==> src/rtl/scratchpad_loader_pkg.sv <==
// scratchpad_loader_pkg: types and constants shared by the scratchpad boot
// sequencer and its write-port mux.
//   state_t        sequencer states
//   ADDR_W_DEF     default word-address width (4096-word scratchpad)
//   DATA_W_DEF     default word width
//   MASK_ALL_ONES  full-word byte mask at the default width
package scratchpad_loader_pkg;

    localparam int unsigned ADDR_W_DEF = 12;
    localparam int unsigned DATA_W_DEF = 32;
    localparam int unsigned MASK_W_DEF = DATA_W_DEF / 8;

    localparam logic [MASK_W_DEF-1:0] MASK_ALL_ONES = '1;

    typedef enum logic [2:0] {
        ST_IDLE,
        ST_CLEAR,
        ST_LOAD,
        ST_RELEASE,
        ST_RUN
    } state_t;

endpackage

==> src/rtl/scratchpad_port_mux.sv <==
// scratchpad_port_mux: combinational owner select for the single scratchpad
// write port.
//   core_gnt            1 = core owns the port (pure passthrough of core_*)
//   ld_req/addr/wdata   loader write; always a full-word write
//   core_*              core access, ignored unless core_gnt
//   mem_*               scratchpad port; all zero when nobody drives it
module scratchpad_port_mux
    import scratchpad_loader_pkg::*;
#(
    parameter int unsigned ADDR_W = ADDR_W_DEF,
    parameter int unsigned DATA_W = DATA_W_DEF
) (
    input  logic                core_gnt,
    input  logic                ld_req,
    input  logic [ADDR_W-1:0]   ld_addr,
    input  logic [DATA_W-1:0]   ld_wdata,
    input  logic                core_req,
    input  logic                core_we,
    input  logic [ADDR_W-1:0]   core_addr,
    input  logic [DATA_W-1:0]   core_wdata,
    input  logic [DATA_W/8-1:0] core_wmask,
    output logic                mem_req,
    output logic                mem_we,
    output logic [ADDR_W-1:0]   mem_addr,
    output logic [DATA_W-1:0]   mem_wdata,
    output logic [DATA_W/8-1:0] mem_wmask
);

    always_comb begin
        mem_req   = 1'b0;
        mem_we    = 1'b0;
        mem_addr  = '0;
        mem_wdata = '0;
        mem_wmask = '0;
        if (core_gnt) begin
            mem_req   = core_req;
            mem_we    = core_we;
            mem_addr  = core_addr;
            mem_wdata = core_wdata;
            mem_wmask = core_wmask;
        end else if (ld_req) begin
            mem_req   = 1'b1;
            mem_we    = 1'b1;
            mem_addr  = ld_addr;
            mem_wdata = ld_wdata;
            mem_wmask = '1;
        end
    end

endmodule

==> src/rtl/scratchpad_loader.sv <==
// scratchpad_loader: boot sequencer for the tile ITIM/DTIM scratchpad. Holds
// the core in reset, optionally zero-fills the scratchpad, streams an image in
// over a valid/ready word stream, enables scratchpad mode and releases core
// reset after a fixed delay. In RUN the core owns the scratchpad port.
//
// Ports:
//   clock, reset            clock, async active-high reset
//   start, len              start pulse, image length in words (latched)
//   s_valid/s_ready/s_data  image word stream
//   core_*                  core scratchpad access, core_gnt when it owns the port
//   mem_*                   scratchpad write port
//   core_reset              reset to the core
//   scratchpad_on           scratchpad mode enable to frontend/dcache
//   busy, done, err         in-progress, RUN-entry pulse, sticky error
//
// Build option SCRATCHPAD_LOADER_CHECKSUM_EN: LOAD takes one trailer word after
// the image that must equal the modulo-2^DATA_W sum of the image words; a
// mismatch sets err and drops back to IDLE with the core still in reset.
//
// state      | meaning
// -----------+-----------------------------------------------------------
// ST_IDLE    | core held in reset, waiting for start
// ST_CLEAR   | zero-filling every scratchpad word, one per cycle
// ST_LOAD    | accepting image words (and trailer when checksummed)
// ST_RELEASE | scratchpad mode on, core still in reset for the delay
// ST_RUN     | core out of reset and owning the scratchpad port
module scratchpad_loader
    import scratchpad_loader_pkg::*;
#(
    parameter int unsigned ADDR_W         = ADDR_W_DEF,
    parameter int unsigned DATA_W         = DATA_W_DEF,
    parameter int unsigned RELEASE_CYCLES = 5,
    parameter int unsigned CLEAR_ON_START = 1
) (
    input  logic                clock,
    input  logic                reset,
    input  logic                start,
    input  logic [ADDR_W:0]     len,
    input  logic                s_valid,
    output logic                s_ready,
    input  logic [DATA_W-1:0]   s_data,
    input  logic                core_req,
    input  logic                core_we,
    input  logic [ADDR_W-1:0]   core_addr,
    input  logic [DATA_W-1:0]   core_wdata,
    input  logic [DATA_W/8-1:0] core_wmask,
    output logic                core_gnt,
    output logic                mem_req,
    output logic                mem_we,
    output logic [ADDR_W-1:0]   mem_addr,
    output logic [DATA_W-1:0]   mem_wdata,
    output logic [DATA_W/8-1:0] mem_wmask,
    output logic                core_reset,
    output logic                scratchpad_on,
    output logic                busy,
    output logic                done,
    output logic                err
);

    // Width holds RELEASE_CYCLES and stays at least one bit when it is zero.
    localparam int unsigned REL_W = $clog2(RELEASE_CYCLES + 2);

    localparam logic [ADDR_W:0]  DEPTH     = {1'b1, {ADDR_W{1'b0}}};
    localparam logic [ADDR_W:0]  LAST_ADDR = {1'b0, {ADDR_W{1'b1}}};
    localparam logic [ADDR_W:0]  CNT_ONE   = {{ADDR_W{1'b0}}, 1'b1};
    localparam logic [REL_W-1:0] REL_LOAD  = REL_W'(RELEASE_CYCLES);
    localparam logic [REL_W-1:0] REL_ONE   = REL_W'(1);

    // With a checksum trailer an empty image still passes through LOAD.
`ifdef SCRATCHPAD_LOADER_CHECKSUM_EN
    localparam bit SKIP_EMPTY = 1'b0;
`else
    localparam bit SKIP_EMPTY = 1'b1;
`endif

    state_t              state_q, state_d;
    logic [ADDR_W:0]     cnt_q, cnt_d;
    logic [ADDR_W:0]     len_q, len_d;
    logic [REL_W-1:0]    rel_q, rel_d;
    logic                err_q, err_d;
    logic                run_seen_q;
    logic                ld_req;
    logic [ADDR_W-1:0]   ld_addr;
    logic [DATA_W-1:0]   ld_wdata;
    logic                grant;
`ifdef SCRATCHPAD_LOADER_CHECKSUM_EN
    logic [DATA_W-1:0]   sum_q, sum_d;
`endif

    always_ff @(posedge clock or posedge reset) begin
        if (reset) begin
            state_q    <= ST_IDLE;
            cnt_q      <= '0;
            len_q      <= '0;
            rel_q      <= '0;
            err_q      <= 1'b0;
            run_seen_q <= 1'b0;
`ifdef SCRATCHPAD_LOADER_CHECKSUM_EN
            sum_q      <= '0;
`endif
        end else begin
            state_q    <= state_d;
            cnt_q      <= cnt_d;
            len_q      <= len_d;
            rel_q      <= rel_d;
            err_q      <= err_d;
            run_seen_q <= (state_q == ST_RUN);
`ifdef SCRATCHPAD_LOADER_CHECKSUM_EN
            sum_q      <= sum_d;
`endif
        end
    end

    always_comb begin
        state_d  = state_q;
        cnt_d    = cnt_q;
        len_d    = len_q;
        rel_d    = rel_q;
        err_d    = err_q;
        ld_req   = 1'b0;
        ld_addr  = '0;
        ld_wdata = '0;
        s_ready  = 1'b0;
`ifdef SCRATCHPAD_LOADER_CHECKSUM_EN
        sum_d    = sum_q;
`endif
        unique case (state_q)
            ST_IDLE, ST_RUN: begin
                if (start) begin
                    len_d = (len > DEPTH) ? DEPTH : len;
                    err_d = (len > DEPTH);
                    cnt_d = '0;
                    rel_d = REL_LOAD;
`ifdef SCRATCHPAD_LOADER_CHECKSUM_EN
                    sum_d = '0;
`endif
                    if (CLEAR_ON_START != 0)
                        state_d = ST_CLEAR;
                    else if (SKIP_EMPTY && (len_d == '0))
                        state_d = ST_RELEASE;
                    else
                        state_d = ST_LOAD;
                end
            end
            ST_CLEAR: begin
                ld_req  = 1'b1;
                ld_addr = cnt_q[ADDR_W-1:0];
                if (cnt_q == LAST_ADDR) begin
                    cnt_d   = '0;
                    state_d = (SKIP_EMPTY && (len_q == '0)) ? ST_RELEASE : ST_LOAD;
                end else begin
                    cnt_d = cnt_q + CNT_ONE;
                end
            end
            ST_LOAD: begin
                s_ready = 1'b1;
                if (s_valid) begin
`ifdef SCRATCHPAD_LOADER_CHECKSUM_EN
                    if (cnt_q != len_q) begin
                        ld_req   = 1'b1;
                        ld_addr  = cnt_q[ADDR_W-1:0];
                        ld_wdata = s_data;
                        sum_d    = sum_q + s_data;
                        cnt_d    = cnt_q + CNT_ONE;
                    end else if (s_data == sum_q) begin
                        state_d = ST_RELEASE;
                    end else begin
                        err_d   = 1'b1;
                        state_d = ST_IDLE;
                    end
`else
                    ld_req   = 1'b1;
                    ld_addr  = cnt_q[ADDR_W-1:0];
                    ld_wdata = s_data;
                    cnt_d    = cnt_q + CNT_ONE;
                    if (cnt_q == len_q - CNT_ONE)
                        state_d = ST_RELEASE;
`endif
                end
            end
            ST_RELEASE: begin
                // A zero delay still spends the single RELEASE cycle.
                if (rel_q <= REL_ONE)
                    state_d = ST_RUN;
                else
                    rel_d = rel_q - REL_ONE;
            end
            default: state_d = ST_IDLE;
        endcase
    end

    assign grant         = (state_q == ST_RUN);
    assign core_gnt      = grant;
    assign core_reset    = !grant;
    assign scratchpad_on = (state_q == ST_RELEASE) || grant;
    assign busy          = (state_q == ST_CLEAR) || (state_q == ST_LOAD) || (state_q == ST_RELEASE);
    assign done          = grant && !run_seen_q;
    assign err           = err_q;

    scratchpad_port_mux #(
        .ADDR_W (ADDR_W),
        .DATA_W (DATA_W)
    ) u_port_mux (
        .core_gnt   (grant),
        .ld_req     (ld_req),
        .ld_addr    (ld_addr),
        .ld_wdata   (ld_wdata),
        .core_req   (core_req),
        .core_we    (core_we),
        .core_addr  (core_addr),
        .core_wdata (core_wdata),
        .core_wmask (core_wmask),
        .mem_req    (mem_req),
        .mem_we     (mem_we),
        .mem_addr   (mem_addr),
        .mem_wdata  (mem_wdata),
        .mem_wmask  (mem_wmask)
    );

endmodule
==> config.mk <==
export PLATFORM = sky130hd
export DESIGN_NAME = scratchpad_loader
export DESIGN_NICKNAME = d
export VERILOG_FILES = /design/src/rtl/scratchpad_loader_pkg.sv /design/src/rtl/scratchpad_port_mux.sv /design/src/rtl/scratchpad_loader.sv
export SDC_FILE = /design/constraint.sdc
export NUM_CORES = 1
export LEC_CHECK = 0
export CAP_MARGIN = 10
export CORE_ASPECT_RATIO = 1.75
export CORE_MARGIN = 2
export CORE_UTILIZATION = 38
export CTS_CLUSTER_DIAMETER = 50
export DETAILED_ROUTE_END_ITERATION = 6
export PLACE_DENSITY = 0.81
export SLEW_MARGIN = 25
export SYNTH_ARGS = -nofsm -noshare
export SYNTH_HDL_FRONTEND = slang
export SYNTH_SLANG_ARGS = --single-unit
==> constraint.sdc <==
create_clock -name clock -period 2.6 [get_ports clock]
set_input_delay 0.52 -clock clock [delete_from_list [all_inputs] [get_ports clock]]
set_output_delay 0.52 -clock clock [all_outputs]
set_load 0.01 [all_outputs]
; Yosys cells after proc, flatten, opt, wreduce, memory -nomap -nowiden
; Index checks and enable logic that the tools add are counted.
[op_classes]
n_addsub = 3
order_cmp = 2
n_eq_ne = 12
muxes = 31
n_reduce_logical = 15
[ops]
columns = cell, count
row1 = 32-bit 2-to-1 mux, 4
row2 = 13-bit 2-to-1 mux, 4
row3 = 13-bit case mux with 3 select lines, 1
row4 = 12-bit 2-to-1 mux, 3
row5 = 12-bit case mux with 2 select lines, 1
row6 = 3-bit 2-to-1 mux, 7
row7 = "13-bit by 1-bit adder with 13-bit output, second input constant", 1
row8 = "13-bit by 12-bit == test with 1-bit output, second input constant", 1
row9 = 13-bit == test, 1
row10 = "13-bit greater-than comparator, second input constant", 1
row11 = 13-bit zero test, 1
row12 = "13-bit by 1-bit subtractor with 13-bit output, second input constant", 1
row13 = "2-bit != test, second input constant", 6
row14 = 3-bit case mux with 4 select lines, 1
row15 = 4-bit 2-to-1 mux, 2
row16 = "3-bit by 2-bit == test with 1-bit output, second input constant", 2
row17 = 1-bit 2-to-1 mux, 6
row18 = 3-bit case mux with 2 select lines, 1
row19 = 3-bit AND reduction, 2
row20 = 5-bit AND reduction, 1
row21 = "3-bit by 1-bit == test with 1-bit output, second input constant", 1
row22 = "3-bit == test, second input constant", 1
row23 = "3-bit by 1-bit <= comparator with 1-bit output, second input constant", 1
row24 = 3-bit zero test, 1
row25 = other kinds (9), 12
[totals]
register_bits = 34

; Depth between registers and ports, before layout
; Gate-level depths: netlist of run 1.
[logic_depth]
word_depth = 5
depth_mapped = 9
ltp_nobuf = 8

; Hierarchy
; A second synthesis of run 1 with hierarchy kept.
[unflattened]
cells_unflattened = 363
area_unflattened_um2 = 2881.5
[modules_own_cells]
columns = mod, n_inst, cells_per_inst, area_each_um2, seq_area_each_um2
row1 = scratchpad_loader, 1, 297, 2357.3, 850.8
row2 = scratchpad_port_mux, 1, 66, 524.3, 0.0

; Least setup slack after synthesis of run 1
; No wires, ideal clock.
[synth_path]
kind = flip-flop to flip-flop
start = reg len_q[0]
end = reg state_q[0]
arrival_time_ns = 2.233
t_required_ns = 2.524
path_slack_ns = 0.290
path_stages_with_launch = 9
path_buffers = 0
period_less_slack_ns = 2.310
cell_sequence = dfrtp_1 inv_1 ha_1 or3b_2 or4_4 nor3_4 xnor2_1 a211o_1 o21ai_1
[synth_between]
elab_chain_cells = 4
elab_cells_between_ends = 8
classes_between = add/sub: 1 / eq/ne: 2 / mux: 3 / reduce/logical: 2
[synth_lines]
columns = element, line_no
row1 = start: declaration, scratchpad_loader.sv:78  ; logic [ADDR_W:0] len_q, len_d;
row2 = start signal: assignment, scratchpad_loader.sv:104  ; len_q <= len_d;
row3 = 13-bit by 1-bit subtractor with 13-bit output or 13-bit zero test (tied branches), "scratchpad_loader.sv:176, scratchpad_loader.sv:150"
row4 = 13-bit == test or 1-bit 2-to-1 mux (tied branches), "scratchpad_loader.sv:176, scratchpad_loader.sv:150"
row5 = 2-bit != test (no line) or 3-bit 2-to-1 mux (tied branches), --
row6 = 5-bit AND reduction (no line) or 3-bit case mux with 4 select lines (tied branches), --
row7 = end signal: assignment, scratchpad_loader.sv:102  ; state_q <= state_d;
row8 = end: declaration, scratchpad_loader.sv:76  ; state_t state_q, state_d;
; Parallel ways exist; a longest one is shown, timed or not. The select of a mux whose other input is x is not followed.
; A chain may end at the register's enable or synchronous reset.

; Worst setup path in the final report of run 1
[layout_path]
start = reg state_q[1]
end = out mem_addr[4]
[layout_between]
elab_chain_cells = 4
elab_cells_between_ends = 7
classes_between = eq/ne: 3 / mux: 4
[layout_lines]
columns = element, line_no
row1 = 3-bit by 2-bit == test with 1-bit output or 3-bit by 1-bit == test with 1-bit output (tied branches), scratchpad_loader.sv:127  ; unique case (state_q)
row2 = 12-bit case mux with 2 select lines or 1-bit case mux with 2 select lines (tied branches), scratchpad_loader.sv:127
row3 = 12-bit 2-to-1 mux, scratchpad_port_mux.sv:41  ; end else if (ld_req) begin
row4 = 12-bit 2-to-1 mux (*), scratchpad_port_mux.sv:35  ; if (core_gnt) begin
row5 = end: declaration, scratchpad_loader.sv:50  ; output logic [ADDR_W-1:0] mem_addr,
; Mark *: on every way between the ends. The rest lies on a longest branch, timed or not.

==> results of run 1 <==
[routing by layer]
| layer | GRT usage | part of all wire | up-vias | wire length [µm] |
|---|---|---|---|---|
| li1 | - | - | 1509 | - |
| met1 | 0.278 | 0.32 | 1490 | 3290 |
| met2 | 0.503 | 0.53 | 176 | 5450 |
| met3 | 0.0611 | 0.11 | 28 | 1100 |
| met4 | 0.144 | 0.044 | 0 | 450 |
| met5 | 0 | 0 | - | 0 |
[worst max path at each step]
stage	start	end	slack (ns)	cells past startpoint
CTS	s_valid	mem_addr[5]	-0.006	8
global route	state_q[1]	mem_addr[4]	0.02	7
global placement	s_valid	mem_addr[3]	-0.11	6
detailed placement	s_valid	mem_addr[11]	-0.18	6
finish	state_q[1]	mem_addr[4]	0.09	7
floorplan	len_q[0]	state_q[0]	0.29	8
[metrics by stage]
stage	utilization	power, µW	area (µm²)
2_1_floorplan	-	2310	2620
3_3_place_gp	0.639	3310	4320
3_5_place_dp	0.639	3390	4320
4_1_cts	0.665	4060	4490
5_1_grt	0.665	4360	4500
6_report	0.665	4070	4500
[power by group through the flow]
stage | Clock (µW) | Sequential (µW) | Combinational [µW]
2_1_floorplan | 0 | 836 | 1470
3_3_place_gp | 0 | 892 | 2410
3_5_place_dp | 0 | 906 | 2480
4_1_cts | 600 | 902 | 2560
5_1_grt | 615 | 935 | 2810
6_report | 598 | 904 | 2570
[synthesized netlist by cell type, types with 2 or more instances]
cell,instances,area [µm²]
a211o_1,2,17.5
a21o_1,7,52.6
a21oi_1,18,90.1
a22o_1,44,385
a31oi_1,4,25.0
and2_1,3,18.8
and3_1,6,37.5
clkbuf_1,23,86.3
dfrtp_1,34,851
ha_1,4,50.1
inv_1,6,22.5
nand2_1,48,180
nand2b_1,5,31.3
nand3_1,7,35.0
nand3b_1,3,22.5
nand4_1,3,18.8
nor2_1,21,78.8
nor2b_1,2,12.5
nor3_1,3,15.0
nor4_1,7,43.8
nor4b_1,2,17.5
o21ai_0,21,105
o31ai_1,5,37.5
or2_2,2,12.5
or3b_2,2,17.5
or4_4,2,22.5
xnor2_1,12,105
xor2_1,10,87.6
[state kept, by name, summed over array words and instances (netlist names)]
register	cells
run_seen_q	1
rel_q	3
len_q	13
err	1
cnt_q	13
state_q	3
[kinds of logic (layout without fill, tap and decap cells)]
| family | count (synthesis) | after routing | share of synthesized area |
|---|---|---|---|
| adders and majority gates | 4 | 4 | 0.0191 |
| xor gates and xnor gates | 22 | 22 | 0.0736 |
| DFF | 34 | 34 | 0.325 |
| AOI/OAI and AO/OA | 110 | 110 | 0.301 |
| and+or+nand+nor | 121 | 121 | 0.234 |
| buffers and inverters | 31 | 194 | 0.0473 |
[worst reg2reg max path, cell delays in order, from the launching register on]
cell and delay, ns:
dfrtp_1 0.42, inv_1 0.07, ha_1 0.20, or3b_2 0.52, or4_4 0.47, nor3_4 0.16, xnor2_1 0.10, a211o_1 0.27
o21ai_1 0.14
[final cells by class]
cell class	instances	share of cell area
timing repair buffer	179	0.379
multi-input combinational	257	0.370
sequential	34	0.189
clock buffer	7	0.0317
tap	84	0.0234
inverter	7	0.00584
clock inverter	1	0.00111
[what timing repair did]
action,4_1_cts,5_1_grt
setup buffers,7,1
pin swaps,1,1
gates cloned,1,0
endpoints found under the setup margin,50,6
resized for setup,62,5
==> summary.md, run 1 <==
| Metric | Value |
|---|---|
| Critical Path Fanout Max | 9 |
| Clock sink total | 34 |
| Clk root buf | clkbuf_16 |
| Layout overhead on the synthesized area | 71.7% |
| Worst slew margin | 0.650 |
| Share of cells above drive strength 1 | 0.0928 |
| Number of diodes | 0 |
| Sequential share of power | 0.222 |
| CP delay by family, top | buffers and inverters |
| Syn. warnings | 0 |
| Hold_buf cts | 0 |
| Site Rows | 40 |
| H-tree depth | 2 |
| Vias in the first global route | ~3200 |
| DIE WIDTH | around 67 µm |
| Count of final setup violators | 0 |
| Setup slack, reg-to-reg | roughly 0.17 ns |
| Clk buf depth | 2 |
| Leakage | 0.00212 µW |
| Post-Syn Area | roughly 0.0026 mm² |
| RSZ-0062 raised after global routing | false |
| Largest net degree at the start of global routing | 41 |
| Gr ovfl total | 0 |
| DRC viols | 0 |
| Critical Path RT | 2.08 ns |
| Syn avg cell area | 8.13 µm² |
| R2R depth | 8 |
| Initial Utilization | 0.388 |
| Cell chain of the critical path | nand2b_1 -> a21oi_4 -> buf_6 -> buf_4 -> buf_4 -> a22o_1 -> dlygate4sd2_1 |
| Cell-internal power | roughly 2400 µW |
| Dpl hpwl | about 8300 µm |
| DRT Pass-1 Iters | 4 |
| Initial DRC count | between 100 and 150 |
| I/O Buffers | approximately 160 |
| WL/cell | 18.1 µm |
| Worst-path clk slew | ~0.050 ns |
| Commonest non-fill, non-tap cells in the layout | 104 x clkdlybuf4s50_1, 48 x nand2_1, 46 x dlygate4sd2_1, 44 x a22o_1, 34 x dfrtp_1 |
| Buf/Inv on CP | 4 |
| Hold Path Depth | 1 |
| Detailed Route WL | between 10000 and 15000 µm |
| Post-route non-filler standard cell count | 569 |
| CP Launch Type | register |
| Switching part of the total power | 0.418 |
| Final Skew | 0.00439 ns |
| Slowest-stage cell, CP | dfrtp_1 |
| Max Fclk | roughly 400 MHz |
| CTS tree | built |
| Sw Pwr | about 1700 µW |
| Fill count | 614 |
| TNS Setup | 0 ns |
| GP Congestion | slightly above 0.9 |
| CP endpoint kind | output pin |
| Fin crit period | about 2.5 ns |
| Dpl ws | -0.183 ns |
| Actual slew at the worst max-slew pin | between 0.5 and 0.6 ns |
| Register area share after synthesis | 0.325 |
| Unique masters post-synth | 44 |
| DR vias | 3203 |
| Number of antenna violations at the first check in global routing | 0 |
| Die Area | roughly 0.0076 mm² |
| Power Dens Cells | between 900 and 1000 mW/mm² |
| Core box area | approximately 0.0068 mm² |
| Arrival time at the worst endpoint | about 2 ns |
| Max cap viols | 0 |
| Max VDD drop | 0.461 mV |
| Hold EP | err |
| FF+latch area | 851 µm² |
| Syn Nets | approximately 430 |
| Max Transition Viols Final | 0 |
| Worst r2r src | len_q[1] |
| Top Ports | between 150 and 200 |
| Cells after Synth | around 320 |
| Commonest non-fill, non-tap cell in the layout | clkdlybuf4s50_1 |
| Yosys reg bits | 34 |
| Hold wc startpoint | err |
| Logic gate share of total power | 0.631 |
| Worst flop-to-flop path endpoint | state_q[0] |
| Die Ht | 114 µm |
| Via/cell ratio | ~5.6 |
| Final ANT Viol Nets | 0 |
| Most used DFF post-synth | dfrtp_1 |
| WHS | about 0.48 ns |
| Post-synth EDFFs | 0 |
| Final worst slack | 0.0894 ns |
| Total Routing Usage GR | 0.274 |
| CP max stage delay | 0.48 ns |
| Clock latency at the later pin of the worst-skew pair | 0.28 ns |
| Crit share post-route | 0.966 |
| Status | finished clean |
| Hold crit path type | reg -> reg |
| Clock Power Share | 0.147 |
| Post-synth ARST share | 1.00 |
| Area of the multi-input gates | 0.00166 mm² |
| CTS Buf Count | 5 |
| NumNets Final | slightly below 600 |
| Worst path most repeated cell | buf_4 |
| First-pass GRT wire length | ~16000 µm |
| Setup CP Type | reg -> out |
| Fin. Hold Viols | 0 |
| DP Cell Count | approximately 550 |
Note: power is estimated with default switching activity, not from simulation.
==> run 2, diff against run 1 <==
==> constraint.sdc (replaced) <==
create_clock -name clock -period 2.85 [get_ports clock]
set_input_delay 0.57 -clock clock [delete_from_list [all_inputs] [get_ports clock]]
set_output_delay 0.57 -clock clock [all_outputs]
set_load 0.01 [all_outputs]
==> run 2 against run 1 <==
  * Critical path type is now in -> out
  * Critical path depth shrank 2
  * Hold slack gained 0.0089 ns
  * Critical endpoint is now mem_wdata[11]
  * Highest routed layer unchanged
  * Power decreased by 11%
  * Cell count is 2.5% lower
  * Sequential power is 6.1% lower
  * Design area shrank 0.95%
==> summary.md, run 2 (same netlist as run 1, synthesis figures left out) <==
| Metric | Value |
|---|---|
| Clock latency at the later pin of the worst-skew pair | 0.27 ns (about the same) |
| Cell chain of the critical path | clkdlybuf4s50_1 -> and3_1 -> buf_12 -> a22o_1 -> clkdlybuf4s50_1 |
| Actual slew at the worst max-slew pin | 0.513 ns (-0.0106 ns) |
| Die Ht | 114 µm (unchanged) |
| Number of antenna violations at the first check in global routing | 0 (unchanged) |
| Clk root buf | clkbuf_16 |
| Slowest-stage cell, CP | clkdlybuf4s50_1 |
| Worst r2r src | len_q[0] |
| Vias in the first global route | 3069 (-3.1%) |
| CP Launch Type | primary input |
| Post-CTS Setup Inserts | 0 (-7) |
| Crit share post-route | 0.980 |
| Critical Path Fanout Max | 33 (+24) |
| NumNets Final | 574 (-2.2%) |
| Met3 Use GR | 0.0523 (-0.00888) |
| Most Crowded Layer GR | met2 |
| WHS | 0.488 ns (+0.00889 ns) |
| Detailed Route WL | 10200 µm (-0.59%) |
| Setup CP Type | in -> out |
| Max cap viols | 0 (unchanged) |
| Count of final setup violators | 0 (unchanged) |
| Clock sink total | 34 (unchanged) |
| I/O Buffers | 155 (unchanged) |
| Buf/Inv on CP | 3 (-1) |
| Share of cells above drive strength 1 | 0.0616 (-0.0312) |
| Critical path depth in cells | 5 (-2) |
| Fill count | 582 (-5.2%) |
| CP delay by family, top | buffers and inverters |
| Fin crit period | between 2 and 3 ns |
| DIE WIDTH | 66.8 µm (unchanged) |
| Grt met2 use | 0.479 (-0.0240) |
| DRT Pass-1 Iters | 4 (unchanged) |
| TNS Setup | 0 ns (unchanged) |
| DRC viols | 0 (unchanged) |
| Power Dens Cells | 810 mW/mm² (-11%) |
| Hold_buf cts | 0 (unchanged) |
| Leakage | 0.00187 µW (-12%) |
| Post-route design area | 0.00445 mm² (-0.95%) |
| Largest net degree at the start of global routing | 52 (+27%) |
| Status | finished clean |
| Max Fclk | around 360 MHz |
| R2R depth | 8 (unchanged) |
| WL/cell | 18.4 µm (+1.9%) |
| Arrival time at the worst endpoint | 2.22 ns (+0.23 ns) |
| Worst flop-to-flop path endpoint | state_q[0] |
| Total Routing Usage GR | 0.269 (-0.00594) |
| Hold Path Depth | 1 (unchanged) |
| Worst slew margin | 0.657 (+0.00710) |
| CP max stage delay | 0.56 ns (+0.08 ns) |
| Commonest non-fill, non-tap cell in the layout | clkdlybuf4s50_1 |
| Final Skew | 0.00166 ns (-0.00273 ns) |
| Max Transition Viols Final | 0 (unchanged) |
| Final ANT Viol Nets | 0 (unchanged) |
| Top Ports | 156 (unchanged) |
| CP endpoint kind | output pin |
| CTS Buf Count | 5 (unchanged) |
| Number of diodes | 0 (unchanged) |
| Site Rows | 40 (unchanged) |
| Die Area | 0.00760 mm² (unchanged) |
| H-tree depth | 2 (unchanged) |
| First-pass GRT wire length | 15400 µm (-1.9%) |
| Max VDD drop | 0.488 mV (+5.9%) |
| Post-DP Area | 0.00428 mm² (-0.87%) |
| CTS tree | built |
| Worst path most repeated cell | clkdlybuf4s50_1 |
| Initial Utilization | 0.388 (unchanged) |
| Clk buf depth | 2 (unchanged) |
| Top Registers | cnt_q (13), len_q (13) |
| Hold wc startpoint | err |
| Hold crit path type | reg -> reg |
| Initial DRC count | 173 (+29%) |
| Hold EP | err |
| Commonest non-fill, non-tap cells in the layout | 153 x clkdlybuf4s50_1, 48 x nand2_1, 44 x a22o_1, 32 x dfrtp_1, 21 x o21ai_0 |
| Dpl hpwl | 8100 µm (-1.8%) |
| GP Congestion | 0.913 (-1.5%) |
| Critical Path RT | 2.28 ns (+0.20 ns) |
| DR vias | 3141 (-1.9%) |
| Gr ovfl total | 0 (unchanged) |
| Core box area | 0.00676 mm² (unchanged) |
| Worst-path clk slew | 0.05 ns (about the same) |
| Setup slack, reg-to-reg | 0.42 ns (+0.25 ns) |
| Layout overhead on the synthesized area | 70.0% |
| Via/cell ratio | 5.66 (+0.54%) |
| Fin. Hold Viols | 0 (unchanged) |
| Met1 usage | 0.279 (+0.000279) |
==> run 2: repair_timing <==
action,CTS,global route
pin swaps,0,1
setup endpoints to repair,8,50
resized for setup,1,6
cloned,0,1
==> run 2: layout make-up <==
class,instances,area (µm²),area share
well taps,84,105,0.0236
clock buffers,7,133,0.0298
repair buffers,166,1690,0.378
multi-input cells,257,1650,0.371
flip-flops and latches,34,853,0.192
inverters,7,26.3,0.00590
==> run 2: routing by layer <==
metal | routed length (µm) | share of wire | up-vias
met5 | 0 | 0 | -
met2 | 5240 | 0.51 | 164
met4 | 603 | 0.059 | 0
met1 | 3410 | 0.33 | 1466
li1 | - | - | 1478
met3 | 974 | 0.095 | 33
==> run 2: worst max path at each step <==
stage / from / end
2_1_floorplan: len_q[0] / state_q[0]
3_3_place_gp: s_valid / mem_addr[3]
3_5_place_dp: s_valid / mem_addr[4]
4_1_cts: s_valid / mem_addr[4]
5_1_grt: state_q[1] / mem_wdata[11]
6_report: s_valid / mem_wdata[11]
==> run 2: metrics by stage <==
step | setup WS [ns] | instances | total power, µW | util
2_1_floorplan | 0.540 | 322 | 2110 | -
3_3_place_gp | 0.0124 | 547 | 2970 | 0.633
3_5_place_dp | -0.00961 | 547 | 3040 | 0.633
4_1_cts | 0.00359 | 554 | 3570 | 0.653
5_1_grt | -0.00754 | 555 | 3880 | 0.659
6_report | 0.0576 | 555 | 3610 | 0.659
==> run 2: power by group <==
group | switching, µW | internal [µW]
sequential | 218 | 631
combinational | 1100 | 1150
clock | 184 | 319
total | 1500 | 2100
==> run 2: worst reg2reg max path, cell delays in order (launching register included) <==
cell and delay (ns):
dfrtp_1 0.44, inv_1 0.10, ha_1 0.19, or3b_2 0.51
or4_4 0.47, nor3_4 0.16, xnor2_1 0.09, a211o_1 0.26
o21ai_1 0.13
